## src/rtl/regfile_sb.sv

```systemverilog
// Integer register file with per-register busy scoreboard, write-first bypass
// and a post-reset sweep that clears every register and optionally preloads one.
//
// state   | meaning
// ST_INIT | clearing sweep in progress; reads/busy forced to 0, requests ignored
// ST_RUN  | normal operation; reads, writes and reservations accepted
module regfile_sb #(
    parameter int XLEN     = 64,
    parameter int AW       = 5,
    parameter int INIT_REG = 11,
    parameter int INIT_VAL = 8
) (
    input  logic            clk,
    input  logic            reset,
    output logic            o_ready,
    input  logic [AW-1:0]   i_rs1,
    input  logic [AW-1:0]   i_rs2,
    output logic [XLEN-1:0] o_rdata1,
    output logic [XLEN-1:0] o_rdata2,
    output logic            o_busy1,
    output logic            o_busy2,
    input  logic            i_rsv_en,
    input  logic [AW-1:0]   i_rsv_addr,
    input  logic            i_we,
    input  logic [AW-1:0]   i_waddr,
    input  logic [XLEN-1:0] i_wdata
);

    localparam int NREGS = 2 ** AW;

    typedef enum logic {
        ST_INIT = 1'b0,
        ST_RUN  = 1'b1
    } state_t;

    state_t            r_state;
    state_t            w_state_nxt;
    logic [AW-1:0]     r_cnt;
    logic [XLEN-1:0]   r_regs [NREGS];
    logic [NREGS-1:0]  r_busy;

    logic              w_run;
    logic              w_sweep_last;
    logic [XLEN-1:0]   w_sweep_val;
    logic              w_wr_ok;
    logic [NREGS-1:0]  w_set_mask;
    logic [NREGS-1:0]  w_clr_mask;
    logic              w_hit1;
    logic              w_hit2;

    assign w_run        = (r_state == ST_RUN);
    assign w_sweep_last = (r_cnt == AW'(NREGS - 1));
    assign w_sweep_val  = ((INIT_REG != 0) && (r_cnt == AW'(INIT_REG))) ? XLEN'(INIT_VAL) : '0;
    assign w_wr_ok      = w_run && i_we && (i_waddr != '0);

    always_ff @(posedge clk) begin
        if (reset) begin
            r_state <= ST_INIT;
        end else begin
            r_state <= w_state_nxt;
        end
    end

    always_comb begin
        w_state_nxt = r_state;
        case (r_state)
            ST_INIT: if (w_sweep_last) w_state_nxt = ST_RUN;
            ST_RUN:  w_state_nxt = ST_RUN;
            default: w_state_nxt = ST_INIT;
        endcase
    end

    always_ff @(posedge clk) begin
        if (reset) begin
            r_cnt <= '0;
        end else if (!w_run) begin
            r_cnt <= r_cnt + AW'(1);
        end
    end

    // Storage has no reset; the sweep is what gives it defined contents.
    always_ff @(posedge clk) begin
        if (!reset) begin
            if (!w_run) begin
                r_regs[r_cnt] <= w_sweep_val;
            end else if (w_wr_ok) begin
                r_regs[i_waddr] <= i_wdata;
            end
        end
    end

    // Set is applied after clear so a same-register reserve+writeback stays busy.
    assign w_set_mask = (i_rsv_en && (i_rsv_addr != '0)) ? (NREGS'(1) << i_rsv_addr) : '0;
    assign w_clr_mask = i_we ? (NREGS'(1) << i_waddr) : '0;

    always_ff @(posedge clk) begin
        if (reset || !w_run) begin
            r_busy <= '0;
        end else begin
            r_busy <= (r_busy & ~w_clr_mask) | w_set_mask;
        end
    end

    assign w_hit1 = i_we && (i_waddr == i_rs1);
    assign w_hit2 = i_we && (i_waddr == i_rs2);

    always_comb begin
        o_rdata1 = '0;
        o_rdata2 = '0;
        o_busy1  = 1'b0;
        o_busy2  = 1'b0;
        if (w_run) begin
            if (i_rs1 != '0) begin
                o_rdata1 = w_hit1 ? i_wdata : r_regs[i_rs1];
                o_busy1  = r_busy[i_rs1] & ~w_hit1;
            end
            if (i_rs2 != '0) begin
                o_rdata2 = w_hit2 ? i_wdata : r_regs[i_rs2];
                o_busy2  = r_busy[i_rs2] & ~w_hit2;
            end
        end
    end

    assign o_ready = w_run;

endmodule

```

## config.mk

```make
export PLATFORM = sky130hd
export DESIGN_NAME = regfile_sb
export DESIGN_NICKNAME = d
export VERILOG_FILES = /design/src/rtl/regfile_sb.sv
export SDC_FILE = /design/constraint.sdc
export NUM_CORES = 2
export LEC_CHECK = 0
export CAP_MARGIN = 20
export CORE_MARGIN = 2
export CORE_UTILIZATION = 56
export CTS_CLUSTER_DIAMETER = 50
export CTS_CLUSTER_SIZE = 8
export DETAILED_ROUTE_END_ITERATION = 10
export PLACE_DENSITY = 0.78
export SLEW_MARGIN = 0
export SYNTH_ARGS = -nofsm -noshare
export SYNTH_HDL_FRONTEND = slang
export SYNTH_SLANG_ARGS = --single-unit
```

## constraint.sdc

```tcl
create_clock -name clk -period 6 [get_ports clk]
set_clock_uncertainty 0.05 [all_clocks]
set_input_delay 1.8 -clock clk [delete_from_list [all_inputs] [get_ports clk]]
set_output_delay 1.8 -clock clk [all_outputs]
set_load 0.05 [all_outputs]
```

Word level (Yosys, flattened, before mapping)
Memories as Yosys holds them, arrays and structs flattened.
Index checks and enable logic that the tools add are counted.

word-level totals
  register bits after elaboration = 38
  RAM bits = 2,048
  input port bits = 88
  output and inout bits = 131
  word-level logic and storage cells = 62
  memories = 1

memories
  name    words  width  rd ports  clocked after memory_dff  wr ports  RTL line  text
  r_regs  32     64     2         0                         1         39        logic [XLEN-1:0] r_regs [NREGS];

operators by class
  $add $sub $neg = 1
  magnitude comparators = 2
  eq/ne operators = 4
  shift-type cells = 2
  muxes and demuxes = 29
  bitwise operators = 8
  reduce and logical (&&, ||, !) cells = 12

operators with widths
  cell                                                        number
  two-way mux 64 bit                                          7
  two-way mux 32 bit                                          2
  OR reduction 64 bit                                         1
  left shift 1 x 5 -> 32 bit, first input constant            2
  bitwise AND 32 bit                                          1
  NOT 32 bit                                                  1
  bitwise OR 32 bit                                           1
  nonzero test 5 bit                                          4
  two-way mux 1 bit                                           15
  less-than comparator 5 x 6 -> 1 bit, second input constant  2
  binary-select mux 1 bit (select 5 bit)                      2
  equality test 5 bit                                         2
  adder 5 x 1 -> 5 bit, second input constant                 1
  equality test 5 x 4 -> 1 bit, second input constant         1
  equality test 5 bit, second input constant                  1
  logical AND 1 bit                                           5
  two-way mux 5 bit                                           1
  two-way mux 4 bit                                           1
  NOT 1 bit                                                   3
  bitwise AND 1 bit                                           2
  case mux 1 bit (2 select lines)                             1
  zero test 1 bit                                             1
  logical OR 1 bit                                            1

Depth between registers and ports, before layout
  depth after elaboration = 8
  gate-level depth with buffers = 10
  mapped depth without buffers = 6

Worst setup path before layout
OpenSTA, ideal clock, no wires.

  path kind = in2out
  start point = input i_rs1[1]
  end point = output o_rdata1[62]
  arrival time = 4.451 ns
  data required time = 4.150 ns
  setup slack = -0.301 ns
  cell stages on the path = 8
  buffers on the path = 3
  cell sequence = buf_4 > buf_6 > xnor2_1 > nand4_1 > or2_1 > buf_2 > o2111a_1 > nor4_1

on the way
  word-level cells in the longest chain between the ends = 5
  elaborated cells on any way between the ends = 7

RTL lines
  element                                                                       RTL line  text
  start, declared                                                               16        input logic [AW-1:0] i_rs1,
  parallel branches: the longest is 3 deep, another holds memory (32 x 64 bit)  --
  two-way mux 64 bit (*)                                                        113       if (i_rs1 != '0) begin
  two-way mux 64 bit (*)                                                        112       if (w_run) begin
  end, declared                                                                 18        output logic [XLEN-1:0] o_rdata1,

Mark *: on every way between the ends.

Worst setup path after layout
  start point = input i_rs1[0]
  end point = output o_rdata1[44]

The elaborated chain is that of the path after synthesis.

==> results.md <==
- Slew HR: 21.3%
- Final worst slack: -0.132 ns
- Post-DRT Antenna Nets: 0
- RSZ-0062 raised after global routing: true
- Layout cells sized above 1: 37.9%
- Clock power share: 45.4%
- Ys flop type: edfxtp_1
- WL final: 330 mm
- Async SR Flop Fraction: 0%
- CTS Hold Buffers Added: 0
- Reg2Reg Depth: 4
- Final Max Slew Viols: 0
- Crit Path Class: in -> out
- CP Launch Type: input pin
- Switching share of power: 22.3%
- Yosys warnings: 0
- Largest cells by area after synthesis: edfxtp_1 63%, mux4_2 18%, mux2_2 3.4%, mux2i_1 2.1%, a22oi_1 1.9%
- CTS tree: built
- Antenna violations before repair: 2
- Sink Count: 2086
- Post-DP Area: 109000 µm²
- Initial core utilization: 56.4%
- Post-layout min period: 6.13 ns
- CP Capture Type: primary output
- Vias in the first global route: 66900
- Sequential share of the synthesized area: 63.5%
- Clk slew on worst S/H paths: 0.05 ns
- Internal Pwr Total: 26.6 mW
- Worst-Margin Slew: 1.18 ns
- Fin crit share: 102%
- DR vias/cell: 7.77
- RD Place Congestion: 0.889
- CTS HTree Levels: 5
- Die X: 422 µm
- Post-route setup TNS: -0.417 ns
- Max Clock Freq: 163 MHz
- Synthesized area per cell: 17.9 µm²
- Cells after Synth: 5491
- Global route total overflow: 0
- Comb pwr share: 8.0%
- CP required: 4.15 ns
- Vias: 66300
- PwrDens: 287 nW/µm²
- Post-Syn Area: 98000 µm²
- Crit-path max FO: 12
- Final HPWL DP: 183 mm
- Number of max-cap violations: 0
- Worst Hold Class: reg -> reg
- DRT Pass-1 Iters: 8
- Die Ht: 422 µm
- Sw power: 7.62 mW
- Leak: 35.8 nW
- Fin area: 119000 µm²
- CTS max path bufs: 4
- Nets: 6249
- IO Count: 219
- Yosys reg bits: 2086
- # fillers: 10300
- Post-synth EDFFs: 2048
- Failing checks: setup timing
- Worst Hold Depth: 2
- Total CTS buffers: 315
- Top cell type's share of synthesized area: 62.7%
- Core area: 174000 µm²
- FP Rows: 153
- Peak VDD IR: 0.369 mV
- Yosys top cell by area: edfxtp_1
- Iteration-0 DRC Markers: 11600
- Largest net degree at the start of global routing: 65
- Mapped Nets: 5581
- Routed len/inst: 38.7 µm
- Synth cell types: 53
- DRC violations left: 0
- First-pass GRT wire length: 463 mm
- Die ar.: 178000 µm²
- Outcome: finished with violations
- Hold Violations, Final: 0
- WP data arrival: 4.28 ns
- Clock Latency Late Sink: 0.92 ns
- Root Buffer: clkbuf_16
- Setup violators final: 10
- GR Util All Layers: 36.0%
- Sequential share of power: 46.6%
- Layout Area Growth over Synthesis: 21.5%
- PortBufs: 218
[cell type report]
type                    instances  area [µm²]  area share, %
flip-flops and latches       2086       62300           52.3
multi-input cells            2928       34500           29.0
repair buffers                824       11000           9.28
clock buffers                 350        8150           6.85
well taps                    2325        2910           2.44
clock inverters                15         151          0.127
inverters                       4        15.0         0.0126
diodes                          2        5.00        0.00420
[Yosys cell counts (34+ instances only)]
| library cell | count |
|---|---|
| buf_4 | 73 |
| a22oi_1 | 252 |
| and2_1 | 66 |
| nor2_1 | 254 |
| nor2b_1 | 62 |
| buf_2 | 174 |
| o21ai_0 | 34 |
| o22ai_1 | 178 |
| nor3_1 | 155 |
| nand2_1 | 88 |
| nor4_1 | 53 |
| dfxtp_1 | 38 |
| o221ai_1 | 76 |
| a211oi_1 | 77 |
| mux2_2 | 293 |
| clkbuf_1 | 187 |
| mux4_2 | 800 |
| a221o_1 | 49 |
| mux2i_1 | 208 |
| edfxtp_1 | 2048 |
| a21oi_1 | 132 |
| a2111oi_0 | 50 |
[logic make-up after synthesis]
family,share of synthesized area [%]
compound gates,6.51
xor+xnor,0.116
fa+ha+maj,0.0255
buf+inv,2.42
flops,63.5
mux,23.9
simple gates,3.54
[power groups by stage]
| stage | registers [mW] | clock network [mW] | logic (mW) |
|---|---|---|---|
| floorplan | 16.2 | 0 | 1.42 |
| global placement | 16.2 | 0 | 2.49 |
| detailed placement | 16.2 | 0 | 2.52 |
| CTS | 16.0 | 15.5 | 2.58 |
| global route | 15.9 | 16.1 | 2.78 |
| finish | 16.0 | 15.5 | 2.73 |
[critical path, cell delays in order]
cell and delay [ns]:
buf_16 0.18, buf_12 0.14, nand2b_4 0.29, buf_12 0.20
a211oi_1 0.08, a2111oi_1 0.75, nor4_2 0.12, buf_4 0.17
nor3_1 0.30, buf_12 0.19
[metal layers]
layer / up-vias / wire (µm) / GRT usage, %
li1: 24700 / - / -
met1: 33300 / 104000 / 45.1
met4: 4 / 25400 / 22.9
met5: - / 25 / 0
met2: 6841 / 154000 / 56.0
met3: 1520 / 46800 / 9.83
[per-stage QoR]
step	utilization [%]	worst slack [ns]	hold WS [ns]	cells	power, mW
after floorplan	-	-0.114	0.402	5491	17.6
after global placement	62.9	-0.405	0.422	8122	18.7
after detailed placement	62.9	-0.365	0.434	8122	18.7
after CTS	67.9	-0.0372	0.441	8491	34.0
after global routing	68.5	-0.114	0.465	8532	34.8
final	68.5	-0.132	0.445	8534	34.2
[layout by cell type, fill, tap and decap left out, types with 28 or more instances in the layout]
| cell type | netlist | layout |
|---|---|---|
| clkdlybuf4s50_1 | 0 | 78 |
| a21oi_1 | 132 | 124 |
| buf_12 | 0 | 328 |
| buf_4 | 73 | 382 |
| nand2_1 | 88 | 80 |
| nor2b_1 | 62 | 56 |
| dfxtp_1 | 38 | 38 |
| nor3_2 | 0 | 41 |
| nor2_1 | 254 | 217 |
| o21ai_0 | 34 | 34 |
| mux2i_1 | 208 | 207 |
| and2_1 | 66 | 63 |
| o22a_1 | 29 | 29 |
| o221ai_1 | 76 | 76 |
| nor2_4 | 0 | 37 |
| edfxtp_1 | 2048 | 2048 |
| clkbuf_16 | 0 | 327 |
| a22oi_1 | 252 | 247 |
| clkbuf_1 | 187 | 28 |
| o22ai_1 | 178 | 176 |
| mux4_2 | 800 | 800 |
| nor3_1 | 155 | 109 |
| mux2_2 | 293 | 293 |
| a211oi_1 | 77 | 68 |
| a221o_1 | 49 | 49 |
[sequential cells by signal, indices dropped and copies added, names as in the netlist]
signal   flops
r_busy      32
r_regs    2048
o_ready      1
r_cnt        5
[final timing paths]
kind         slack, ns              to       start
min reg2reg       0.45      r_busy[28]  r_busy[28]
max              -0.13    o_rdata1[44]    i_rs1[0]
max reg2reg       2.23  r_regs[24][26]     o_ready
min               0.45      r_busy[28]  r_busy[28]
[timing repair]
action	in CTS	in global routing
setup endpoints to repair	45	77
buffers inserted	3	33
cloned	1	6
pin swaps	3	11
resized for setup	65	110
No activity file was read; power rests on OpenSTA's default activity.
